==> src/rtl/uart_pkg.sv <==
// uart_pkg: types and helpers shared by the UART transmit block.
//   parity_mode_e : encoding of the parity_mode configuration input
//   tx_state_e    : transmit FSM states
//   clamp_bits()  : limits a requested data-bit count to 5..max_bits
//   frame_parity(): parity bit for the low nbits of a word
package uart_pkg;

  typedef enum logic [1:0] {
    PAR_NONE     = 2'd0,
    PAR_EVEN     = 2'd1,
    PAR_ODD      = 2'd2,
    PAR_NONE_ALT = 2'd3
  } parity_mode_e;

  typedef enum logic [2:0] {
    ST_IDLE   = 3'd0,
    ST_START  = 3'd1,
    ST_DATA   = 3'd2,
    ST_PARITY = 3'd3,
    ST_STOP   = 3'd4
  } tx_state_e;

  localparam int unsigned MIN_DATA_BITS = 5;
  localparam int unsigned MAX_DATA_W    = 9;

  function automatic logic [3:0] clamp_bits(input logic [3:0] req,
                                            input logic [3:0] max_bits);
    logic [3:0] res;
    res = req;
    if (req < 4'(MIN_DATA_BITS)) res = 4'(MIN_DATA_BITS);
    else if (req > max_bits)     res = max_bits;
    return res;
  endfunction

  // Even parity is the XOR of the transmitted bits; odd is its inverse.
  function automatic logic frame_parity(input logic [MAX_DATA_W-1:0] data,
                                        input logic [3:0]            nbits,
                                        input parity_mode_e          mode);
    logic p;
    p = 1'b0;
    for (int i = 0; i < MAX_DATA_W; i++) begin
      if (4'(i) < nbits) p = p ^ data[i];
    end
    return (mode == PAR_ODD) ? ~p : p;
  endfunction

endpackage

==> src/rtl/uart_fifo.sv <==
// uart_fifo: synchronous show-ahead FIFO feeding the transmitter.
//   clk, rst  : clock, asynchronous active-high reset (empties the FIFO)
//   push_i    : write data_i (ignored while full, even with a pop)
//   pop_i     : drop the head entry (ignored while empty)
//   data_o    : current head entry, valid whenever empty_o is low
//   full_o, empty_o, level_o : occupancy status
module uart_fifo #(
  parameter int unsigned DATA_W     = 8,
  parameter int unsigned FIFO_DEPTH = 16
) (
  input  logic                          clk,
  input  logic                          rst,
  input  logic                          push_i,
  input  logic [DATA_W-1:0]             data_i,
  input  logic                          pop_i,
  output logic [DATA_W-1:0]             data_o,
  output logic                          full_o,
  output logic                          empty_o,
  output logic [$clog2(FIFO_DEPTH):0]   level_o
);

  localparam int unsigned AW    = $clog2(FIFO_DEPTH);
  localparam int unsigned LVL_W = AW + 1;

  logic [DATA_W-1:0] mem_q [FIFO_DEPTH];
  logic [AW-1:0]     wr_ptr_q, wr_ptr_d;
  logic [AW-1:0]     rd_ptr_q, rd_ptr_d;
  logic [LVL_W-1:0]  count_q, count_d;
  logic              push_ok, pop_ok;

  assign full_o  = (count_q == LVL_W'(FIFO_DEPTH));
  assign empty_o = (count_q == '0);
  assign level_o = count_q;
  assign data_o  = mem_q[rd_ptr_q];

  assign push_ok = push_i && !full_o;
  assign pop_ok  = pop_i && !empty_o;

  // Depth is a power of two, so the pointers wrap naturally.
  always_comb begin
    wr_ptr_d = wr_ptr_q;
    rd_ptr_d = rd_ptr_q;
    count_d  = count_q;
    if (push_ok) wr_ptr_d = wr_ptr_q + AW'(1);
    if (pop_ok)  rd_ptr_d = rd_ptr_q + AW'(1);
    case ({push_ok, pop_ok})
      2'b10:   count_d = count_q + LVL_W'(1);
      2'b01:   count_d = count_q - LVL_W'(1);
      default: count_d = count_q;
    endcase
  end

  always_ff @(posedge clk or posedge rst) begin
    if (rst) begin
      wr_ptr_q <= '0;
      rd_ptr_q <= '0;
      count_q  <= '0;
    end else begin
      wr_ptr_q <= wr_ptr_d;
      rd_ptr_q <= rd_ptr_d;
      count_q  <= count_d;
    end
  end

  // Storage needs no reset; the pointers define what is valid.
  always_ff @(posedge clk) begin
    if (push_ok) mem_q[wr_ptr_q] <= data_i;
  end

endmodule

==> src/rtl/uart_tx_fifo.sv <==
// uart_tx_fifo: UART transmitter with an input FIFO.
//   clk, rst          : clock, asynchronous active-high reset (aborts any frame)
//   tx_en             : allows new frames to start
//   n_data_bits, parity_mode, n_stop_bits, clk_divider : frame format,
//                       sampled when a word is popped for transmission
//   in_dat_i/in_vld_i/in_rdy_o : write side of the FIFO
//   tx_o              : serial line (idle high)
//   busy_o            : a frame is on the line
//   fifo_level_o      : FIFO occupancy
module uart_tx_fifo
  import uart_pkg::*;
#(
  parameter int unsigned DATA_W     = 8,
  parameter int unsigned FIFO_DEPTH = 16,
  parameter int unsigned DIV_W      = 16
) (
  input  logic                          clk,
  input  logic                          rst,
  input  logic                          tx_en,
  input  logic [3:0]                    n_data_bits,
  input  logic [1:0]                    parity_mode,
  input  logic                          n_stop_bits,
  input  logic [DIV_W-1:0]              clk_divider,
  input  logic [DATA_W-1:0]             in_dat_i,
  input  logic                          in_vld_i,
  output logic                          in_rdy_o,
  output logic                          tx_o,
  output logic                          busy_o,
  output logic [$clog2(FIFO_DEPTH):0]   fifo_level_o
);

  logic [DATA_W-1:0]     fifo_data;
  logic                  fifo_full, fifo_empty, fifo_pop;
  logic [MAX_DATA_W-1:0] data_ext;
  parity_mode_e          mode_in;

  tx_state_e             state_q, state_d;
  logic [DIV_W-1:0]      cnt_q, cnt_d;
  logic [DIV_W-1:0]      div_q, div_d;
  logic [3:0]            bits_left_q, bits_left_d;
  logic                  stop_extra_q, stop_extra_d;
  logic                  par_en_q, par_en_d;
  logic                  par_bit_q, par_bit_d;
  logic [DATA_W-1:0]     shift_q, shift_d;
  logic                  tx_q, tx_d;
  logic                  busy_q, busy_d;
  logic                  bit_done, start_frame;

  uart_fifo #(
    .DATA_W     (DATA_W),
    .FIFO_DEPTH (FIFO_DEPTH)
  ) u_fifo (
    .clk     (clk),
    .rst     (rst),
    .push_i  (in_vld_i),
    .data_i  (in_dat_i),
    .pop_i   (fifo_pop),
    .data_o  (fifo_data),
    .full_o  (fifo_full),
    .empty_o (fifo_empty),
    .level_o (fifo_level_o)
  );

  assign in_rdy_o = !fifo_full;
  assign tx_o     = tx_q;
  assign busy_o   = busy_q;
  assign mode_in  = parity_mode_e'(parity_mode);
  assign bit_done = (cnt_q == '0);

  always_comb begin
    data_ext               = '0;
    data_ext[DATA_W-1:0]   = fifo_data;
  end

  always_comb begin
    state_d      = state_q;
    cnt_d        = cnt_q;
    div_d        = div_q;
    bits_left_d  = bits_left_q;
    stop_extra_d = stop_extra_q;
    par_en_d     = par_en_q;
    par_bit_d    = par_bit_q;
    shift_d      = shift_q;
    start_frame  = 1'b0;

    // cnt_q counts down the remaining cycles of the current bit period.
    if (state_q != ST_IDLE) begin
      cnt_d = bit_done ? div_q : cnt_q - DIV_W'(1);
    end

    case (state_q)
      ST_IDLE: begin
        if (tx_en && !fifo_empty) start_frame = 1'b1;
      end
      ST_START: begin
        if (bit_done) state_d = ST_DATA;
      end
      ST_DATA: begin
        if (bit_done) begin
          shift_d = shift_q >> 1;
          if (bits_left_q == 4'd1) state_d = par_en_q ? ST_PARITY : ST_STOP;
          else                     bits_left_d = bits_left_q - 4'd1;
        end
      end
      ST_PARITY: begin
        if (bit_done) state_d = ST_STOP;
      end
      ST_STOP: begin
        if (bit_done) begin
          if (stop_extra_q)                stop_extra_d = 1'b0;
          else if (tx_en && !fifo_empty)   start_frame  = 1'b1;
          else                             state_d      = ST_IDLE;
        end
      end
      default: state_d = ST_IDLE;
    endcase

    // Frame format is captured together with the word so that input
    // changes during a frame only affect later frames.
    if (start_frame) begin
      state_d      = ST_START;
      cnt_d        = clk_divider;
      div_d        = clk_divider;
      shift_d      = fifo_data;
      bits_left_d  = clamp_bits(n_data_bits, 4'(DATA_W));
      stop_extra_d = n_stop_bits;
      par_en_d     = (mode_in == PAR_EVEN) || (mode_in == PAR_ODD);
      par_bit_d    = frame_parity(data_ext, bits_left_d, mode_in);
    end

    case (state_d)
      ST_START:  tx_d = 1'b0;
      ST_DATA:   tx_d = shift_d[0];
      ST_PARITY: tx_d = par_bit_d;
      default:   tx_d = 1'b1;
    endcase
    busy_d = (state_d != ST_IDLE);
  end

  assign fifo_pop = start_frame;

  always_ff @(posedge clk or posedge rst) begin
    if (rst) begin
      state_q      <= ST_IDLE;
      cnt_q        <= '0;
      div_q        <= '0;
      bits_left_q  <= '0;
      stop_extra_q <= 1'b0;
      par_en_q     <= 1'b0;
      par_bit_q    <= 1'b0;
      shift_q      <= '0;
      tx_q         <= 1'b1;
      busy_q       <= 1'b0;
    end else begin
      state_q      <= state_d;
      cnt_q        <= cnt_d;
      div_q        <= div_d;
      bits_left_q  <= bits_left_d;
      stop_extra_q <= stop_extra_d;
      par_en_q     <= par_en_d;
      par_bit_q    <= par_bit_d;
      shift_q      <= shift_d;
      tx_q         <= tx_d;
      busy_q       <= busy_d;
    end
  end

endmodule
==> config.mk <==
export PLATFORM = sky130hd
export DESIGN_NAME = uart_tx_fifo
export DESIGN_NICKNAME = d
export VERILOG_FILES = /design/src/rtl/uart_pkg.sv /design/src/rtl/uart_fifo.sv /design/src/rtl/uart_tx_fifo.sv
export SDC_FILE = /design/constraint.sdc
export NUM_CORES = 1
export LEC_CHECK = 0
export CAP_MARGIN = 20
export CORE_AREA = 2 2 135 137
export DETAILED_ROUTE_END_ITERATION = 8
export DIE_AREA = 0 0 137 139
export HOLD_SLACK_MARGIN = 0.1
export PLACE_DENSITY = 0.67
export SLEW_MARGIN = 15
export SYNTH_ARGS = -nofsm -noshare
export SYNTH_HDL_FRONTEND = slang
export SYNTH_SLANG_ARGS = --single-unit
==> constraint.sdc <==
create_clock -name clk -period 5.1 [get_ports clk]
set_input_delay 0.51 -clock clk [delete_from_list [all_inputs] [get_ports clk]]
set_output_delay 0.51 -clock clk [all_outputs]
set_load 0.05 [all_outputs]
==> results of run 1 <==
-- worst reg2reg max path: cells and delay by family (launching register included) --
kind	cells	cell delay, ns
flops	1	0.42
compound gates	3	0.42
simple gates	5	1.37
fa+ha+maj	3	0.82
xor+xnor	2	0.30
buf+inv	4	0.34
-- flip-flops by register name (all words and copies together) (netlist names) --
register and cells:
shift_q 8, div_q 16, u_fifo.mem_q 128, par_en_q 1, stop_extra_q 1, u_fifo.rd_ptr_q 4
bits_left_q 4, state_q 3, busy_o 1, par_bit_q 1, cnt_q 16, tx_o 1
u_fifo.wr_ptr_q 4, u_fifo.level_o 5
-- final timing paths --
check,start,slack (ns),to
max in group asynchronous,rst,3.87,u_fifo.rd_ptr_q[0]
max reg2reg,cnt_q[0],1.36,u_fifo.level_o[4]
min,div_q[7],0.48,div_q[7]
min reg2reg,div_q[7],0.48,div_q[7]
max,cnt_q[0],1.36,u_fifo.level_o[4]
min in group asynchronous,rst,0.62,u_fifo.level_o[1]
-- cell type report --
type	instances	area [um^2]
Multi-Input combinational cell	400	2830
Clock inverter	15	181
Antenna cell	1	2.50
Sequential cell	193	5470
Inverter	19	71.3
Tap cell	229	287
Clock buffer	17	425
Fill cell	1407	7890
Timing Repair Buffer	51	495
-- metrics by stage --
step / area (um^2) / utilization [%] / setup WS, ns
after floorplan: 8530 / - / 1.32
after global placement: 9140 / 51.8 / 1.59
after detailed placement: 9140 / 51.8 / 1.41
after CTS: 9750 / 55.2 / 1.39
after global routing: 9760 / 55.3 / 1.15
final: 9760 / 55.3 / 1.36
-- layout by cell type (no fill, tap or decap), types with 8 or more instances in the layout --
cell / count
nand3_1: 8
a221oi_1: 8
nand2_1: 101
buf_4: 8
clkbuf_16: 17
mux2i_1: 26
nor2_1: 44
xnor2_1: 16
a21oi_1: 18
ha_1: 13
edfxtp_1: 128
dfrtp_1: 63
nor3_1: 10
mux4_2: 22
inv_1: 16
o21ai_0: 38
clkdlybuf4s50_1: 42
a31oi_1: 8
-- metal layers --
metal | share of wire, % | track usage, %
met4 | 1.6 | 5.64
met1 | 43 | 26.0
met2 | 50 | 32.0
met5 | 0 | 0
met3 | 5.0 | 4.24
-- cells by family after synthesis --
kind of cell / share of synthesized area [%]
mux: 8.99
simple gates: 10.7
compound gates: 8.39
fa+ha+maj: 2.14
xor+xnor: 2.89
flops: 64.1
buf+inv: 2.74
-- where the power goes --
part	internal, mW	switching (mW)
clock	0.668	0.665
sequential	1.81	0.0741
combinational	0.175	0.300
-- synth_stat cells (all sizes together) (3+ instances only) --
library cell  number  area share [%]
xor2               7            0.72
inv               18            0.79
xnor2             16             1.6
clkbuf            15            0.66
nand4              5            0.44
nand2            101             4.4
nand2b             7            0.51
nand3              8            0.47
or3                5            0.37
mux2i             26             3.0
a31oi              8            0.59
mux4              22             5.8
edfxtp           128              45
a221oi             8            0.82
nor2              44             1.9
o221ai             5            0.51
o211ai             6            0.53
or4                5            0.53
nor3              13             1.1
a21oi             18             1.1
and2               3            0.22
a211oi             4            0.35
a21o               6            0.53
a22o               3            0.31
dfrtp             64              19
ha                13             1.9
a22oi              7            0.62
nor4               3            0.22
buf               20             1.2
o21ai             38             2.2
==> results.py, run 1 <==
metrics = {
    "sta": {
        "worstMarginPinSlew_ns": 1.01,
        "fin_worst_skew_ns": 0.0143,
        "fin_tns_setup_ns": 0,
        "finalSetupViolCount": 0,
        "period_minus_slack_ns": 3.74,
        "rsz0062_at_grt": "false",
        "relSlewSlack_pct": 32.6,
        "hold_slack_ns": 0.481,
        "max_clock_freq_ghz": 0.267,
        "period_share_pct": 73.4,
        "slew_viol_final": 0,
        "hold_viol": 0,
    },
    "pwr": {
        "total_power_mw": 3.69,
        "p_per_area_nw_per_um2": 378,
        "leakage_nw": 3.59,
        "peakVddDrop_v": 0.000229,
    },
    "final_layout": {
        "final_nets": 731,
        "area_delta_synth_final_pct": 14.4,
        "instances_no_fill": 925,
        "drive_gt1_share_pct": 10.6,
    },
    "placed_design": {
        "portBuffers": 42,
        "hpwl_um": 11500,
        "dp_cells": 891,
        "routabilityCongestion": 0.812,
    },
    "floorplanning": {
        "core_area_um2": 17700,
        "rows": 49,
        "io_pins": 43,
        "die_w_um": 137,
        "start_util_pct": 48.3,
        "dieHeight_um": 139,
        "dieArea_um2": 19000,
    },
    "hold_path": {
        "whs_path_depth": 2,
        "min_path_type": "reg2reg",
    },
    "clock_tree": {
        "cts_made_buffers": 17,
        "cts.sinks": 193,
        "clk_path_buf_depth": 2,
        "cts_hold_buf": 0,
        "htree_levels": 4,
        "clkTransAtPathRegs_ns": 0.08,
        "cts_tree": "yes",
        "post_cts_buffers": 0,
        "ctsResizeCount": 0,
        "clk_latency_ns": 0.44,
        "cts-root-buf": "clkbuf_16",
    },
    "synthesis": {
        "yosysWarningCount": 0,
        "synthCells": 647,
        "synth-seq-cells": 193,
        "ys_types": 53,
        "synth_edf_count": 128,
        "synth_nets": 696,
        "synth_area_per_cell_um2": 13.2,
        "synthesis.area_um2": 8530,
        "ys.flop_type": "edfxtp_1",
        "ys_seq_area_share_pct": 64.1,
        "async_flop_share_pct": 33.7,
    },
    "worst_setup_path": {
        "crit_buf_inv": 4,
        "crit_type": "reg2reg",
        "setup.worst_path.start_class": "register",
        "crit_family": "simple AND/OR/NAND/NOR gates",
        "crit_top_cell": "inv_1",
        "slowest_delay_ns": 0.44,
        "critPathRequiredTime_ns": 5.45,
        "slowest_stage": "or3b_1",
        "endpoint_kind": "register",
        "rr_worst_depth": 17,
        "arrival_ns": 4.10,
        "worstSetupPathDepth": 17,
        "crit_fanout": 9,
        "cp_cell_sequence": "inv_1 > ha_1 > or3b_1 > nor3_4 > and4_1 > nand2b_1 > a21o_1 > inv_2 > ha_1 > inv_1 > fa_1 > inv_1 > a21o_1 > a21oi_1 > xnor2_1 > nor2_1 > xor2_1",
    },
    "outcome": {
        "status": "finished clean",
    },
    "routing": {
        "drtIter0Drc": 365,
        "via_per_inst": 5.78,
        "wirelength_um": 17600,
        "drc": 0,
        "drtPass1Iterations": 5,
        "ant_nets": 0,
        "vias": 5347,
        "wl_per_cell_um": 19.1,
    },
    "grt": {
        "antenna_found_initial": 1,
        "grt_usage_pct": 19.4,
        "grt_max_degree": 66,
        "grt-ovfl-total": 0,
        "grt_first_pass_wirelength_um": 28200,
        "grt_pass1_vias": 5306,
    },
    "run": {
        "max_cap_violations": 0,
    },
}
(Power assumes the default switching activity.)
==> run 2, diff against run 1 <==
Clock period 5.1 ns to 3.9 ns, I/O delays scaled along.
==> run 2 against run 1 <==
Compared with the run above:
- clock power up 36%
- count of clock-buffer cells in the layout unchanged
- routed wire length down 2.0%
- cell area up 0.91%
- register-to-register slack worse by 0.90 ns
- clock skew down 0.0026 ns
- fmax up 8.9%
- flip-flop and latch count unchanged
- largest cell class unchanged
==> results.py, run 2 (synthesis results as in run 1) <==
metrics = {
    "outcome": {
        "status": "finished clean",
    },
    "sta": {
        "finalSetupViolCount": 0,
        "period_minus_slack_ns": 3.44,
        "period_share_pct": 88.2,
        "hold_slack_ns": 0.452,
        "max_clock_freq_ghz": 0.291,
        "worstMarginPinSlew_ns": 0.886,
        "fin_worst_skew_ns": 0.0116,
        "worst_slack_ns": 0.460,
        "fin_tns_setup_ns": 0,
        "relSlewSlack_pct": 40.7,
        "slew_viol_final": 0,
        "rsz0062_at_grt": "false",
        "hold_viol": 0,
    },
    "clock_tree": {
        "clk_path_buf_depth": 2,
        "cts.sinks": 193,
        "cts_made_buffers": 17,
        "clkTransAtPathRegs_ns": 0.08,
        "clk_latency_ns": 0.44,
        "ctsResizeCount": 0,
        "post_cts_buffers": 0,
        "htree_levels": 4,
        "cts_hold_buf": 0,
        "cts-root-buf": "clkbuf_16",
        "cts_tree": "yes",
    },
    "worst_setup_path": {
        "crit_type": "reg2reg",
        "crit_fanout": 4,
        "arrival_ns": 3.81,
        "setup.worst_path.start_class": "register",
        "critPathRequiredTime_ns": 4.27,
        "worstReg2RegEnd": "u_fifo.level_o[4]",
        "r2r_slack_ns": 0.46,
        "rr_worst_depth": 17,
        "endpoint_kind": "register",
        "r2r-start": "cnt_q[0]",
    },
    "floorplanning": {
        "rows": 49,
        "dieHeight_um": 139,
        "core_area_um2": 17700,
        "start_util_pct": 48.3,
        "die_w_um": 137,
        "dieArea_um2": 19000,
        "io_pins": 43,
    },
    "pwr": {
        "p_per_area_nw_per_um2": 497,
        "total_power_mw": 4.90,
        "peakVddDrop_v": 0.000446,
        "leakage_nw": 3.63,
    },
    "final_layout": {
        "final_nets": 738,
        "fill_cells": 1422,
        "largest_reg_flops": 128,
        "top_regs": "u_fifo.mem_q (128), cnt_q (16), div_q (16)",
        "drive_gt1_share_pct": 11.7,
        "layout_common_cells": "128 x edfxtp_1, 101 x nand2_1, 63 x dfrtp_1",
        "final_common_cell": "edfxtp_1",
        "final_util_pct": 55.8,
        "largest-register": "u_fifo.mem_q",
        "area_delta_synth_final_pct": 15.5,
    },
    "grt": {
        "met1_usage_pct": 26.4,
        "grt_usage_pct": 19.4,
        "antenna_found_initial": 1,
        "grt_first_pass_wirelength_um": 28200,
        "use_met2_pct": 31.0,
        "grt-ovfl-total": 0,
        "use_met3_pct": 4.28,
        "grt_max_degree": 52,
        "grt_pass1_vias": 5347,
        "busiest_layer": "met2",
    },
    "routing": {
        "wirelength_um": 17300,
        "vias": 5260,
        "drc": 0,
        "ant_nets": 0,
        "drtIter0Drc": 399,
        "wl_per_cell_um": 18.5,
        "drtPass1Iterations": 5,
        "via_per_inst": 5.64,
    },
    "hold_path": {
        "min_path_type": "in2async",
    },
    "placed_design": {
        "routabilityCongestion": 0.895,
        "hpwl_um": 11800,
        "dp_slack_ns": 0.491,
        "portBuffers": 42,
    },
    "run": {
        "max_cap_violations": 0,
    },
}
[run 2: layer usage]
| layer | share of wire [%] | wire length [um] |
|---|---|---|
| met2 | 49 | 8400 |
| met4 | 1.9 | 327 |
| met1 | 45 | 7800 |
| met5 | 0 | 0 |
| met3 | 4.4 | 756 |
[run 2: worst max path at each step]
stage | end | from | cells after the start
global placement | u_fifo.level_o[4] | cnt_q[0] | 17
CTS | u_fifo.level_o[4] | cnt_q[0] | 17
detailed placement | u_fifo.level_o[4] | cnt_q[0] | 17
finish | u_fifo.level_o[4] | cnt_q[0] | 17
global route | u_fifo.level_o[4] | cnt_q[0] | 17
floorplan | u_fifo.level_o[4] | cnt_q[0] | 20
[run 2: area by class of cell]
| class | instances | area (um^2) | share of cell area [%] |
|---|---|---|---|
| diodes | 1 | 2.50 | 0.0254 |
| clock buffers | 17 | 425 | 4.32 |
| clock inverters | 15 | 205 | 2.08 |
| inverters | 19 | 71.3 | 0.724 |
| multi-input cells | 400 | 2830 | 28.7 |
| flip-flops and latches | 193 | 5470 | 55.5 |
| well taps | 229 | 287 | 2.91 |
| repair buffers | 58 | 561 | 5.69 |
[run 2: critical path, stage by stage (launching register included)]
cell	delay, ns
dfrtp_1	0.41
inv_1	0.09
ha_1	0.19
or3b_1	0.44
nor3_4	0.14
and4_1	0.23
nand2b_1	0.12
a21o_1	0.22
inv_2	0.06
ha_1	0.24
inv_1	0.11
fa_1	0.42
inv_1	0.07
a21o_1	0.10
a21oi_1	0.07
xnor2_1	0.14
nor2_1	0.15
xor2_1	0.17
[run 2: per-stage QoR]
step / instance area (um^2) / instances
after floorplan: 8530 / 647
after detailed placement: 9190 / 898
after global placement: 9190 / 898
after CTS: 9820 / 930
after global routing: 9850 / 932
final: 9850 / 932
[run 2: where the power goes]
group	leakage (nW)	internal (mW)	switching [mW]
sequential	1.94	2.37	0.100
clock	0.301	0.897	0.918
combinational	1.39	0.230	0.383
==> run 3, diff against run 2 <==
Settings changed: ABC_CLOCK_PERIOD_IN_PS set to 3900.
==> results of run 3 <==
The final DEF is identical to that of run 2; final timing and power are the same.
